**src/rtl/euclid_gcd_sequencer.sv**
```systemverilog
// Euclid GCD sequencer: drives an external modulo engine with (a, b), shifts (a, b) <= (b, a mod b)
// until b reaches zero, and reports the result, an iteration-bound error or an engine timeout.
module euclid_gcd_sequencer #(
  parameter int unsigned WIDTH    = 16,
  parameter int unsigned MAX_ITER = 32,
  parameter int unsigned WAIT_MAX = 1024
) (
  input  logic                            clk,
  input  logic                            rst_i,
  input  logic                            start_i,
  input  logic [WIDTH-1:0]                a_i,
  input  logic [WIDTH-1:0]                b_i,
  output logic                            busy_o,
  output logic                            done_o,
  output logic                            err_o,
  output logic [1:0]                      err_code_o,
  output logic [WIDTH-1:0]                gcd_o,
  output logic [$clog2(MAX_ITER+1)-1:0]   iter_o,
  output logic                            mod_start_o,
  output logic [WIDTH-1:0]                mod_a_o,
  output logic [WIDTH-1:0]                mod_b_o,
  input  logic                            mod_valid_i,
  input  logic [WIDTH-1:0]                mod_rem_i
);

  localparam int unsigned IterW = $clog2(MAX_ITER + 1);
  localparam int unsigned WaitW = (WAIT_MAX > 1) ? $clog2(WAIT_MAX) : 1;
  localparam logic [IterW-1:0] IterLast = IterW'(MAX_ITER);
  localparam logic [WaitW-1:0] WaitLast = WaitW'(WAIT_MAX - 1);

  localparam logic [1:0] ErrNone    = 2'd0;
  localparam logic [1:0] ErrZero    = 2'd1;
  localparam logic [1:0] ErrIter    = 2'd2;
  localparam logic [1:0] ErrTimeout = 2'd3;

  typedef enum logic [2:0] {
    StIdle,
    StLoad,
    StCheck,
    StStartMod,
    StWaitMod,
    StUpdate,
    StDone,
    StError
  } state_e;

  state_e             state_q;
  logic [WIDTH-1:0]   a_q;
  logic [WIDTH-1:0]   b_q;
  logic [WIDTH-1:0]   rem_q;
  logic [WaitW-1:0]   wait_cnt_q;
  logic [IterW-1:0]   iter_q;
  logic               busy_q;
  logic               done_q;
  logic               err_q;
  logic [1:0]         err_code_q;
  logic [WIDTH-1:0]   gcd_q;
  logic               mod_start_q;

  always_ff @(posedge clk or posedge rst_i) begin
    if (rst_i) begin
      state_q     <= StIdle;
      a_q         <= '0;
      b_q         <= '0;
      rem_q       <= '0;
      wait_cnt_q  <= '0;
      iter_q      <= '0;
      busy_q      <= 1'b0;
      done_q      <= 1'b0;
      err_q       <= 1'b0;
      err_code_q  <= ErrNone;
      gcd_q       <= '0;
      mod_start_q <= 1'b0;
    end else begin
      // Pulse outputs default low; each is raised only on the transition into its state.
      done_q      <= 1'b0;
      mod_start_q <= 1'b0;
      unique case (state_q)
        StIdle: begin
          if (start_i) begin
            state_q    <= StLoad;
            a_q        <= a_i;
            b_q        <= b_i;
            iter_q     <= '0;
            wait_cnt_q <= '0;
            busy_q     <= 1'b1;
            err_q      <= 1'b0;
            err_code_q <= ErrNone;
            gcd_q      <= '0;
          end
        end
        StLoad: begin
          state_q <= StCheck;
        end
        StCheck: begin
          if (a_q == '0 && b_q == '0) begin
            state_q    <= StError;
            err_q      <= 1'b1;
            err_code_q <= ErrZero;
            gcd_q      <= '0;
            done_q     <= 1'b1;
          end else if (b_q == '0) begin
            state_q <= StDone;
            gcd_q   <= a_q;
            done_q  <= 1'b1;
          end else if (a_q == '0) begin
            state_q <= StDone;
            gcd_q   <= b_q;
            done_q  <= 1'b1;
          end else begin
            state_q     <= StStartMod;
            mod_start_q <= 1'b1;
          end
        end
        StStartMod: begin
          state_q    <= StWaitMod;
          iter_q     <= iter_q + 1'b1;
          wait_cnt_q <= '0;
        end
        StWaitMod: begin
          // A valid arriving on the final allowed cycle still counts as a result.
          if (mod_valid_i) begin
            state_q <= StUpdate;
            rem_q   <= mod_rem_i;
          end else if (wait_cnt_q == WaitLast) begin
            state_q    <= StError;
            err_q      <= 1'b1;
            err_code_q <= ErrTimeout;
            gcd_q      <= '0;
            done_q     <= 1'b1;
          end else begin
            wait_cnt_q <= wait_cnt_q + 1'b1;
          end
        end
        StUpdate: begin
          a_q <= b_q;
          b_q <= rem_q;
          // A zero remainder on the last allowed call finishes normally via CHECK.
          if (iter_q == IterLast && rem_q != '0) begin
            state_q    <= StError;
            err_q      <= 1'b1;
            err_code_q <= ErrIter;
            gcd_q      <= '0;
            done_q     <= 1'b1;
          end else begin
            state_q <= StCheck;
          end
        end
        StDone, StError: begin
          // Clearing the operands keeps mod_a_o/mod_b_o at zero while idle.
          state_q <= StIdle;
          busy_q  <= 1'b0;
          a_q     <= '0;
          b_q     <= '0;
        end
        default: begin
          state_q <= StIdle;
          busy_q  <= 1'b0;
        end
      endcase
    end
  end

  assign busy_o      = busy_q;
  assign done_o      = done_q;
  assign err_o       = err_q;
  assign err_code_o  = err_code_q;
  assign gcd_o       = gcd_q;
  assign iter_o      = iter_q;
  assign mod_start_o = mod_start_q;
  assign mod_a_o     = a_q;
  assign mod_b_o     = b_q;

endmodule

```
**config.mk**
```make
export PLATFORM = sky130hd
export DESIGN_NAME = euclid_gcd_sequencer
export DESIGN_NICKNAME = d
export VERILOG_FILES = /design/src/rtl/euclid_gcd_sequencer.sv
export SDC_FILE = /design/constraint.sdc
export NUM_CORES = 1
export LEC_CHECK = 0
export CAP_MARGIN = 0
export CELL_PAD_IN_SITES_DETAIL_PLACEMENT = 0
export CELL_PAD_IN_SITES_GLOBAL_PLACEMENT = 2
export CORE_MARGIN = 2
export CORE_UTILIZATION = 32
export CTS_CLUSTER_DIAMETER = 30
export DETAILED_ROUTE_END_ITERATION = 7
export PLACE_DENSITY = 0.94
export SYNTH_ARGS = -nofsm -noshare
export SYNTH_HDL_FRONTEND = slang
export SYNTH_SLANG_ARGS = --single-unit
```
**constraint.sdc**
```tcl
create_clock -name clk -period 4.5 [get_ports clk]
set_input_delay 0.9 -clock clk [delete_from_list [all_inputs] [get_ports clk]]
set_output_delay 0.9 -clock clk [all_outputs]
set_load 0.02 [all_outputs]
```
==> results by group, run 1 <==
Run status
  – Outcome: complete, no violations

Synth
  – Compound-Gate Fraction of Synth Area: 20.5%
  – Top-area cell type share of the netlist area: 52.4%
  – Largest family of logic cells by synthesized area: compound AO/OA/AOI/OAI gates
  – Syn Nets: 487
  – Post-synthesis cell count: 429
  – Netlist cell types: 45
  – Synth Area in XOR/XNOR: 0.619%
  – Mux contribution to synthesized area: 4.74%
  – Cell taking the most area after synthesis: dfrtp_1
  – Asr flop ratio synth: 100%
  – Simple logic cell fraction of the synthesized area: 16.6%
  – Top_reg_cell synth: dfrtp_1
  – Synthesized cell area: 0.00425 mm^2
  – #FFs+latches synth: 89
  – Synth area leaders: dfrtp_1 (52%), o21ai_0 (6.2%), a21oi_1 (6.1%)
  – Post-synthesis sequential area ratio: 52.4%
  – Adder-cell area share of the yosys netlist: 1.77%
  – Synthesized area per cell: 9.90 um^2
  – Synth Warn #: 0
  – Post-synth EDFFs: 0

Global routing
  – Initial antenna violation count: 0
  – All-Layer GR Usage: 17.8%
  – First-pass GRT wire length: 20000 um
  – Vias in the first global route: 3726
  – Grt ovf: 0
  – Pin count of the biggest net entering global routing: 48

Clock network
  – Worst-path clk slew: 60 ps
  – Clock tree buffer depth: 2
  – Worst skew pair latency: 340 ps
  – CTS Buf Count: 9
  – CTS tree: built
  – Post-cts resize count: 0
  – CTS root buf: clkbuf_16
  – Setup bufs post-CTS: 0
  – H-tree depth: 3
  – Hold buffers post-CTS: 0
  – Clk sinks: 89

Timing
  – Worst slew pin tran: 1070 ps
  – Final setup vio count: 0
  – Max frequency: 345 MHz
  – Slew Limit Fails: 0
  – Final min period: 2900 ps
  – Rel. slew slack: 28.8%
  – Hold Vio Cnt, Final: 0
  – RSZ-0062 raised after global routing: no
  – Clock skew: 8.16 ps
  – Setup TNS: 0 ps
  – Crit share post-route: 64.5%

Finish
  – Commonest non-fill, non-tap cell in the layout: clkdlybuf4s50_1
  – Antenna Cells: 0
  – Nets: 593
  – Most frequent cells in the layout: clkdlybuf4s50_1 (111), dfrtp_1 (89), o21ai_0 (52), a21oi_1 (52)
  – Layout cells sized above 1: 10.7%
  – Area growth syn-to-layout: 37.4%
  – Post-layout util: 44.6%

Routing
  – Via count: 3684
  – WL/cell: 17.1 um
  – Initial DRC Count: 323
  – DRT antenna net count: 0
  – DRC Markers: 0
  – Final wirelength: 12300 um
  – DRT Pass-1 Iters: 4
  – Vias/cell: 5.15

Floorplanning
  – # IOs: 112
  – Starting density of the core: 32.5%
  – Area of the core: 0.0131 mm^2
  – Cell Rows: 42
  – Die area: 0.0142 mm^2
  – DIE WIDTH: 119 um
  – Die height: 119 um

Critical path
  – Crit-path max FO: 18
  – Setup CP Type: reg2reg
  – Critical path capture point type: flop
  – Worst Path Required: 4750 ps
  – Crit path DAT: 3150 ps
  – CP startpoint kind: flop

Flow run
  – Max Cap Viol: 0

Pwr
  – Max VDD drop: 0.209 mV
  – Leakage: 2.34 nW
  – Power per cell area: 635 mW/mm^2

Placed design
  – Post-DP HPWL: 8940 um
  – Final Wtd Congestion: 0.879
  – Port Buffers: 111

Hold path
  – Worst hold-check path type: reg2reg
worst max-delay path, stage by stage, from the launching register on:
cell and delay [ps]:
dfrtp_1 450, nor4_1 340, and4_1 740, inv_1 160
ha_1 260, inv_1 80, nand2_1 470, o2bb2ai_1 310
worst paths after layout:
kind                       depth (start not counted)       endpoint     startpoint  slack (ps)
max in group asynchronous                          3    mod_start_o          rst_i        2700
min                                                1  err_code_o[0]  err_code_o[0]         490
min in group asynchronous                          2      gcd_o[11]          rst_i        1010
max                                                7      gcd_o[12]    mod_b_o[11]        1600
max reg2reg                                        7      gcd_o[12]    mod_b_o[11]        1600
min reg2reg                                        1  err_code_o[0]  err_code_o[0]         490
state kept, by name, summed over array words and instances (netlist names):
name,cells
mod_a_o,16
wait_cnt_q,10
mod_start_o,1
rem_q,16
mod_b_o,16
state_q,3
gcd_o,16
iter_o,6
busy_o,1
done_o,1
err_o,1
err_code_o,2
through the flow:
step / hold slack (ps) / total power, mW / cell area, um^2 / setup slack [ps] / std cells
4_1_cts: 495 / 3.72 / 5840 / 1570 / 716
2_1_floorplan: 473 / 2.24 / 4250 / 1290 / 429
6_report: 491 / 3.70 / 5840 / 1600 / 716
3_3_place_gp: 471 / 2.87 / 5520 / 1550 / 700
5_1_grt: 503 / 3.92 / 5840 / 1390 / 716
3_5_place_dp: 482 / 2.91 / 5520 / 1510 / 700
layout make-up:
cell class              count  area [um^2]
fillers                  1219         7250
flip-flops and latches     89         2230
multi-input cells         308         1880
repair buffers            116         1150
clock buffers              12          236
well taps                 176          220
clock inverters             4         76.3
inverters                  11         42.5
kinds of logic after synthesis:
logic type,after synthesis
and+or+nand+nor,145
AOI/OAI and AO/OA,136
muxes,18
xor gates and xnor gates,3
buffers and inverters,32
DFF,89
adders and majority gates,6
report_power, final:
group / total, mW / switching [mW] / internal, mW
logic: 1.47 / 0.807 / 0.660
clock network: 0.803 / 0.314 / 0.490
registers: 1.43 / 0.363 / 1.07
total: 3.70 / 1.48 / 2.22
synthesized netlist by cell type (2+ instances only):
cell type,n
buf_2,9
nor2b_1,3
o41ai_1,4
dfrtp_1,89
o21a_1,2
o21ai_0,53
o22ai_1,2
clkbuf_1,9
a21oi_1,52
nor2_2,2
nand2_1,47
inv_1,10
o2bb2ai_1,6
mux2_2,16
and2_1,2
nor3_1,2
nor4_1,13
xnor2_1,2
ha_1,6
and4_1,3
o2bb2ai_2,10
nand3_1,13
o31ai_1,2
nand2b_1,4
nor2_1,48
per-layer routing:
layer / part of all wire [%] / GRT usage [%] / up-vias / wire length, um
li1: - / - / 1745 / -
met1: 47 / 26.0 / 1802 / 5810
met2: 45 / 25.9 / 125 / 5510
met3: 5.8 / 4.17 / 12 / 715
met4: 1.8 / 5.95 / 0 / 219
met5: 0 / 0 / - / 0
Note: power is estimated with default switching activity, not from simulation.
==> run 2: changes to the inputs <==
- CORE_UTILIZATION: 32 -> 30
- PLACE_DENSITY: 0.94 -> 0.9
- clock period: 4.5 -> 2.9 ns (I/O delays scaled with it)
==> run 2 against run 1 <==
Register-to-register slack worse by 1100 ps. Critical path depth stayed put. Sequential power is 55% higher. Combinational power is 59% higher. Worst setup slack worse by 1100 ps. Power is 53% higher. Clock skew is 1.8 ps higher. Fmax is 22% higher. Via count is 0.68% higher. Die area is 6.4% higher. Critical endpoint unchanged. Largest power group unchanged.
==> results by group, run 2 (same netlist as run 1, synthesis figures left out) <==
Finish
  – Commonest non-fill, non-tap cell in the layout: clkdlybuf4s50_1
  – Area growth syn-to-layout: 37.8%
  – Reg area: 0.00223 mm^2 (unchanged)
  – Layout cells sized above 1: 11.8% (+1.0 points)
  – Most frequent cells in the layout: clkdlybuf4s50_1 (111), dfrtp_1 (89), o21ai_0 (52), a21oi_1 (52)
  – # fillers: 1345 (+10%)
  – Antenna Cells: 0 (unchanged)
  – Area occupied by multi-input gates: 0.00188 mm^2 (unchanged)
  – Post-route cell area: 0.00585 mm^2 (+0.28%)
  – Nets: 597 (+0.67%)

Global routing
  – Grt ovf: 0 (unchanged)
  – First-pass GRT wire length: 19700 um (-1.1%)
  – Pin count of the biggest net entering global routing: 45 (-6.3%)
  – Initial antenna violation count: 0 (unchanged)
  – Vias in the first global route: 3626 (-2.7%)
  – All-Layer GR Usage: 17.1% (-0.74 points)

Timing
  – Clock skew: 9.96 ps (+1.80 ps)
  – Crit share post-route: 82.3% (+18 points)
  – RSZ-0062 raised after global routing: no
  – Max frequency: 419 MHz (+22%)
  – Slew Limit Fails: 0 (unchanged)
  – Worst slew pin tran: 802 ps (-264 ps)
  – Rel. slew slack: 46.4% (+18 points)
  – Final setup vio count: 0 (unchanged)
  – Final min period: 2390 ps (-516 ps)
  – Hold Vio Cnt, Final: 0 (unchanged)
  – Setup TNS: 0 ps (unchanged)

Critical path
  – Slowest stage cell, crit path: nand2_1
  – Crit path largest cell delay: 450 ps (-290 ps)
  – Crit path DAT: 2650 ps (-500 ps)
  – WP buf/inv: 2 (unchanged)
  – CP startpoint kind: flop
  – Top delay family on crit path: simple AND/OR/NAND/NOR gates
  – Most frequent cell on the critical path: inv_1
  – Worst Path Required: 3160 ps (-1590 ps)
  – Critical path origin: mod_a_o[11]
  – R2R Path Start: mod_a_o[11]
  – Critical path, cell by cell: nor4_1 -> and4_1 -> inv_1 -> ha_1 -> inv_1 -> nand2_1 -> o2bb2ai_1
  – Crit-path max FO: 16 (-2)
  – Setup CP Type: reg2reg
  – Critical path capture point type: flop

Clock network
  – Clock tree buffer depth: 2 (unchanged)
  – H-tree depth: 3 (unchanged)
  – CTS Buf Count: 9 (unchanged)
  – Clk sinks: 89 (unchanged)
  – CTS root buf: clkbuf_16
  – CTS tree: built
  – Hold buffers post-CTS: 0 (unchanged)
  – Post-cts resize count: 0 (unchanged)
  – Worst-path clk slew: 70 ps (about the same)
  – Worst skew pair latency: 350 ps (about the same)
  – Setup bufs post-CTS: 0 (unchanged)

Routing
  – WL/cell: 17.3 um (+1.2%)
  – Initial DRC Count: 307 (-5.0%)
  – DRC Markers: 0 (unchanged)
  – DRT antenna net count: 0 (unchanged)
  – Via count: 3709 (+0.68%)
  – Vias/cell: 5.12 (-0.43%)
  – DRT Pass-1 Iters: 4 (unchanged)
  – Final wirelength: 12600 um (+2.3%)

Pwr
  – Leakage: 2.35 nW (+0.39%)
  – Tot Pwr: 5.65 mW (+53%)
  – Max VDD drop: 0.364 mV (+74%)
  – Power per cell area: 966 mW/mm^2 (+52%)

Placed design
  – Post-DP HPWL: 9050 um (+1.2%)
  – Port Buffers: 111 (unchanged)
  – Final Wtd Congestion: 0.815 (-7.4%)
  – Post-DP Area: 0.00557 mm^2 (+0.86%)

Hold path
  – Worst hold-check path type: reg2reg
  – Hold Crit Start: gcd_o[14]

Floorplanning
  – Die area: 0.0151 mm^2 (+6.4%)
  – Area of the core: 0.0139 mm^2 (+6.1%)
  – Cell Rows: 43 (+2.4%)
  – # IOs: 112 (unchanged)
  – Die height: 123 um (+3.2%)
  – Starting density of the core: 30.6% (-1.9 points)
  – DIE WIDTH: 123 um (+3.2%)

Flow run
  – Max Cap Viol: 0 (unchanged)

Run status
  – Outcome: complete, no violations
-- run 2: cell types whose count changed in the layout (fill, tap and decap cells not counted) --
cell,before,now
buf_12,0,1
clkinvlp_4,1,2
clkinv_4,0,2
buf_4,5,8
bufinv_16,2,0
clkbuf_1,3,1
inv_8,0,1
-- run 2: per-stage QoR --
step           util, %  worst slack, ps  cells  hold slack [ps]
6_report          42.2              514    724              488
5_1_grt           42.2              282    724              528
4_1_cts           42.2              491    724              497
3_5_place_dp      40.1              403    708              477
3_3_place_gp      40.1              431    708              476
2_1_floorplan        -             13.1    429              473
-- run 2: final cells by class --
cell class                      count  area share, %
Clock buffer                       10           3.91
Clock inverter                      6          0.898
Inverter                           11          0.727
Multi-Input combinational cell    308           32.2
Sequential cell                    89           38.1
Tap cell                          180           3.85
Timing Repair Buffer              120           20.4
-- run 2: layer usage --
metal  share of wire (%)  global-route usage [%]  wire length (um)
met1                  48                    25.3              6000
met2                  45                    24.6              5640
met4                 2.1                    5.97               263
met3                 5.1                    3.60               642
met5                   0                       0                 0
-- run 2: final timing paths --
kind                                      end  slack (ps)  cells past startpoint
worst min-delay path                gcd_o[14]         490                      1
worst max register to register      gcd_o[12]         510                      7
min in group asynchronous       wait_cnt_q[9]         610                      2
worst min register to register      gcd_o[14]         490                      1
max in group asynchronous            gcd_o[0]        1660                      3
worst max-delay path                gcd_o[12]         510                      7
-- run 2: worst reg2reg max path, cell delays in order, from the launching register on --
cell	delay [ps]
dfrtp_1	420
nor4_1	440
and4_1	300
inv_1	80
ha_1	230
inv_1	70
nand2_1	450
o2bb2ai_1	310
-- run 2: power breakdown --
| group | internal [mW] | switching (mW) |
|---|---|---|
| logic | 1.04 | 1.29 |
| clock network | 0.593 | 0.512 |
| registers | 1.66 | 0.556 |
| total | 3.29 | 2.36 |
==> run 3: changes to the inputs <==
- CORE_UTILIZATION: 30 -> 27
- PLACE_DENSITY: 0.9 -> 0.86
- clock period: 2.9 -> 2 ns (I/O delays scaled with it)
==> run 3 against run 2 <==
The run now ends with negative setup slack left. Final cell count is 12% higher. Worst setup slack worse by 630 ps. Combinational power is 98% higher. Clock skew is 0.93 ps lower. Via count is 6.8% higher. Wire length is 9.4% higher. Non-clock buffer count is 55 higher. Sequential power is 33% higher. Power is 69% higher. Clock power is 82% higher. Largest power group unchanged.
==> results by group, run 3 (same netlist as run 1, synthesis figures left out) <==
Timing
  – Worst slew pin tran: 624 ps (-178 ps)
  – Slack of the critical path: -112 ps (-626 ps)
  – Final min period: 2110 ps (-274 ps)
  – Final setup vio count: 16 (+16)
  – Slew Limit Fails: 0 (unchanged)
  – Rel. slew slack: 58.4% (+12 points)
  – Crit share post-route: 106% (+23 points)
  – RSZ-0062 raised after global routing: yes
  – Hold_ws: 497 ps (+9.16 ps)
  – Clock skew: 9.03 ps (-0.933 ps)
  – Hold Vio Cnt, Final: 0 (unchanged)
  – Max frequency: 473 MHz (+13%)

Clock network
  – Worst skew pair latency: 350 ps (about the same)
  – Hold buffers post-CTS: 0 (unchanged)
  – H-tree depth: 3 (unchanged)
  – Clock tree buffer depth: 2 (unchanged)
  – Clk sinks: 89 (unchanged)
  – CTS tree: built
  – CTS Buf Count: 9 (unchanged)
  – CTS root buf: clkbuf_16
  – Worst-path clk slew: 70 ps (about the same)

Floorplanning
  – DIE WIDTH: 129 um (+5.2%)
  – Die height: 129 um (+5.2%)
  – Die area: 0.0168 mm^2 (+11%)
  – # IOs: 112 (unchanged)
  – Starting density of the core: 27.7% (-2.9 points)
  – Area of the core: 0.0153 mm^2 (+10%)
  – Cell Rows: 45 (+4.7%)

Finish
  – Post-route cell area: 0.00660 mm^2 (+13%)
  – Antenna Cells: 0 (unchanged)
  – Commonest non-fill, non-tap cell in the layout: clkdlybuf4s50_1
  – Area growth syn-to-layout: 55.4%
  – # fillers: 1475 (+9.7%)
  – Final cell count without fillers: 811 (+12%)
  – Area occupied by multi-input gates: 0.00204 mm^2 (+8.3%)
  – Layout cells sized above 1: 25.5% (+14 points)
  – Reg area: 0.00224 mm^2 (+0.62%)
  – Nets: 653 (+9.4%)
  – Most frequent cells in the layout: clkdlybuf4s50_1 (111), dfrtp_1 (78), buf_4 (59), o21ai_0 (52), a21oi_1 (52)

Routing
  – DRT Pass-1 Iters: 4 (unchanged)
  – Final wirelength: 13700 um (+9.4%)
  – DRC Markers: 0 (unchanged)
  – Via count: 3960 (+6.8%)
  – Initial DRC Count: 251 (-18%)
  – DRT antenna net count: 0 (unchanged)
  – WL/cell: 16.9 um (-2.3%)
  – Vias/cell: 4.88 (-4.7%)

Placed design
  – Final Wtd Congestion: 0.885 (+8.7%)
  – Port Buffers: 111 (unchanged)
  – Pre-CTS worst setup slack: -305 ps (-708 ps)
  – Dpl cells: 791 (+12%)
  – Post-DP HPWL: 9860 um (+9.0%)
  – Post-DP Area: 0.00608 mm^2 (+9.1%)

Global routing
  – Pin count of the biggest net entering global routing: 90 (+100%)
  – First-pass GRT wire length: 21400 um (+8.4%)
  – Initial antenna violation count: 0 (unchanged)
  – Grt ovf: 0 (unchanged)
  – Vias in the first global route: 3986 (+9.9%)
  – All-Layer GR Usage: 16.7% (-0.40 points)

Pwr
  – Max VDD drop: 0.519 mV (+43%)
  – Power per cell area: 1450 mW/mm^2 (+50%)
  – Tot Pwr: 9.58 mW (+69%)
  – Leakage: 2.67 nW (+14%)

Critical path
  – Top delay family on crit path: compound AO/OA/AOI/OAI gates
  – Crit path DAT: 2350 ps (-300 ps)
  – CP startpoint kind: flop
  – Worst Path Required: 2240 ps (-920 ps)
  – Crit path largest cell delay: 600 ps (+150 ps)
  – Crit-path max FO: 8 (-8)
  – Critical path, cell by cell: nor4_4 -> and4_4 -> ha_4 -> nor2_4 -> a2111o_2 -> o2bb2ai_2
  – Critical path capture point type: flop
  – Setup CP Type: reg2reg
  – WP buf/inv: 0 (-2)
  – Slowest stage cell, crit path: a2111o_2

Run status
  – Outcome: complete, but fails checks
  – Failing checks: negative setup slack

Flow run
  – Max Cap Viol: 0 (unchanged)

Hold path
  – Worst hold-check path type: reg2reg
## run 3: final timing paths
check                       startpoint           to  slack [ps]  cells past startpoint
min reg2reg                      err_o        err_o         500                      1
max reg2reg                mod_b_o[14]     gcd_o[7]        -110                      6
max                        mod_b_o[14]     gcd_o[7]        -110                      6
max in group asynchronous        rst_i  mod_b_o[15]        1070                      3
min in group asynchronous        rst_i    gcd_o[15]         530                      3
min                              err_o        err_o         500                      1
## run 3: worst reg2reg max path: stages (launching register included)
cell and delay, ps:
dfrtp_2 430, nor4_4 290, and4_4 320, ha_4 160, nor2_4 50, a2111o_2 600, o2bb2ai_2 170
## run 3: power by group
part | switching, mW | internal [mW]
Combinational | 2.46 | 2.16
Sequential | 0.527 | 2.43
Clock | 0.738 | 1.26
Total | 3.73 | 5.85
## run 3: repair_timing
| item | in CTS | in global routing |
|---|---|---|
| endpoints found under the setup margin | 19 | 19 |
| cloned | 1 | 0 |
| setup buffers | 2 | 1 |
| pin swaps | 13 | 12 |
| gates resized for setup | 22 | 6 |
## run 3: metal layers
layer,global-route usage [%],part of all wire [%]
met5,0,0
met2,26.2,46
met4,6.77,2.2
met3,4.13,5.6
met1,22.1,46
## run 3: final cells by class
cell class | count | area share (%)
multi-input cells | 309 | 30.9
clock buffers | 10 | 3.62
clock inverters | 6 | 1.71
repair buffers | 175 | 25.1
flip-flops and latches | 89 | 33.9
inverters | 11 | 0.758
well taps | 211 | 4.00
## run 3: through the flow
| stage | utilization (%) | TNS (ps) |
|---|---|---|
| after floorplan | - | -3560 |
| after global placement | 39.7 | -4350 |
| after detailed placement | 39.7 | -6270 |
| after CTS | 42.9 | -1830 |
| after global routing | 43.1 | -2490 |
| final | 43.1 | -1640 |
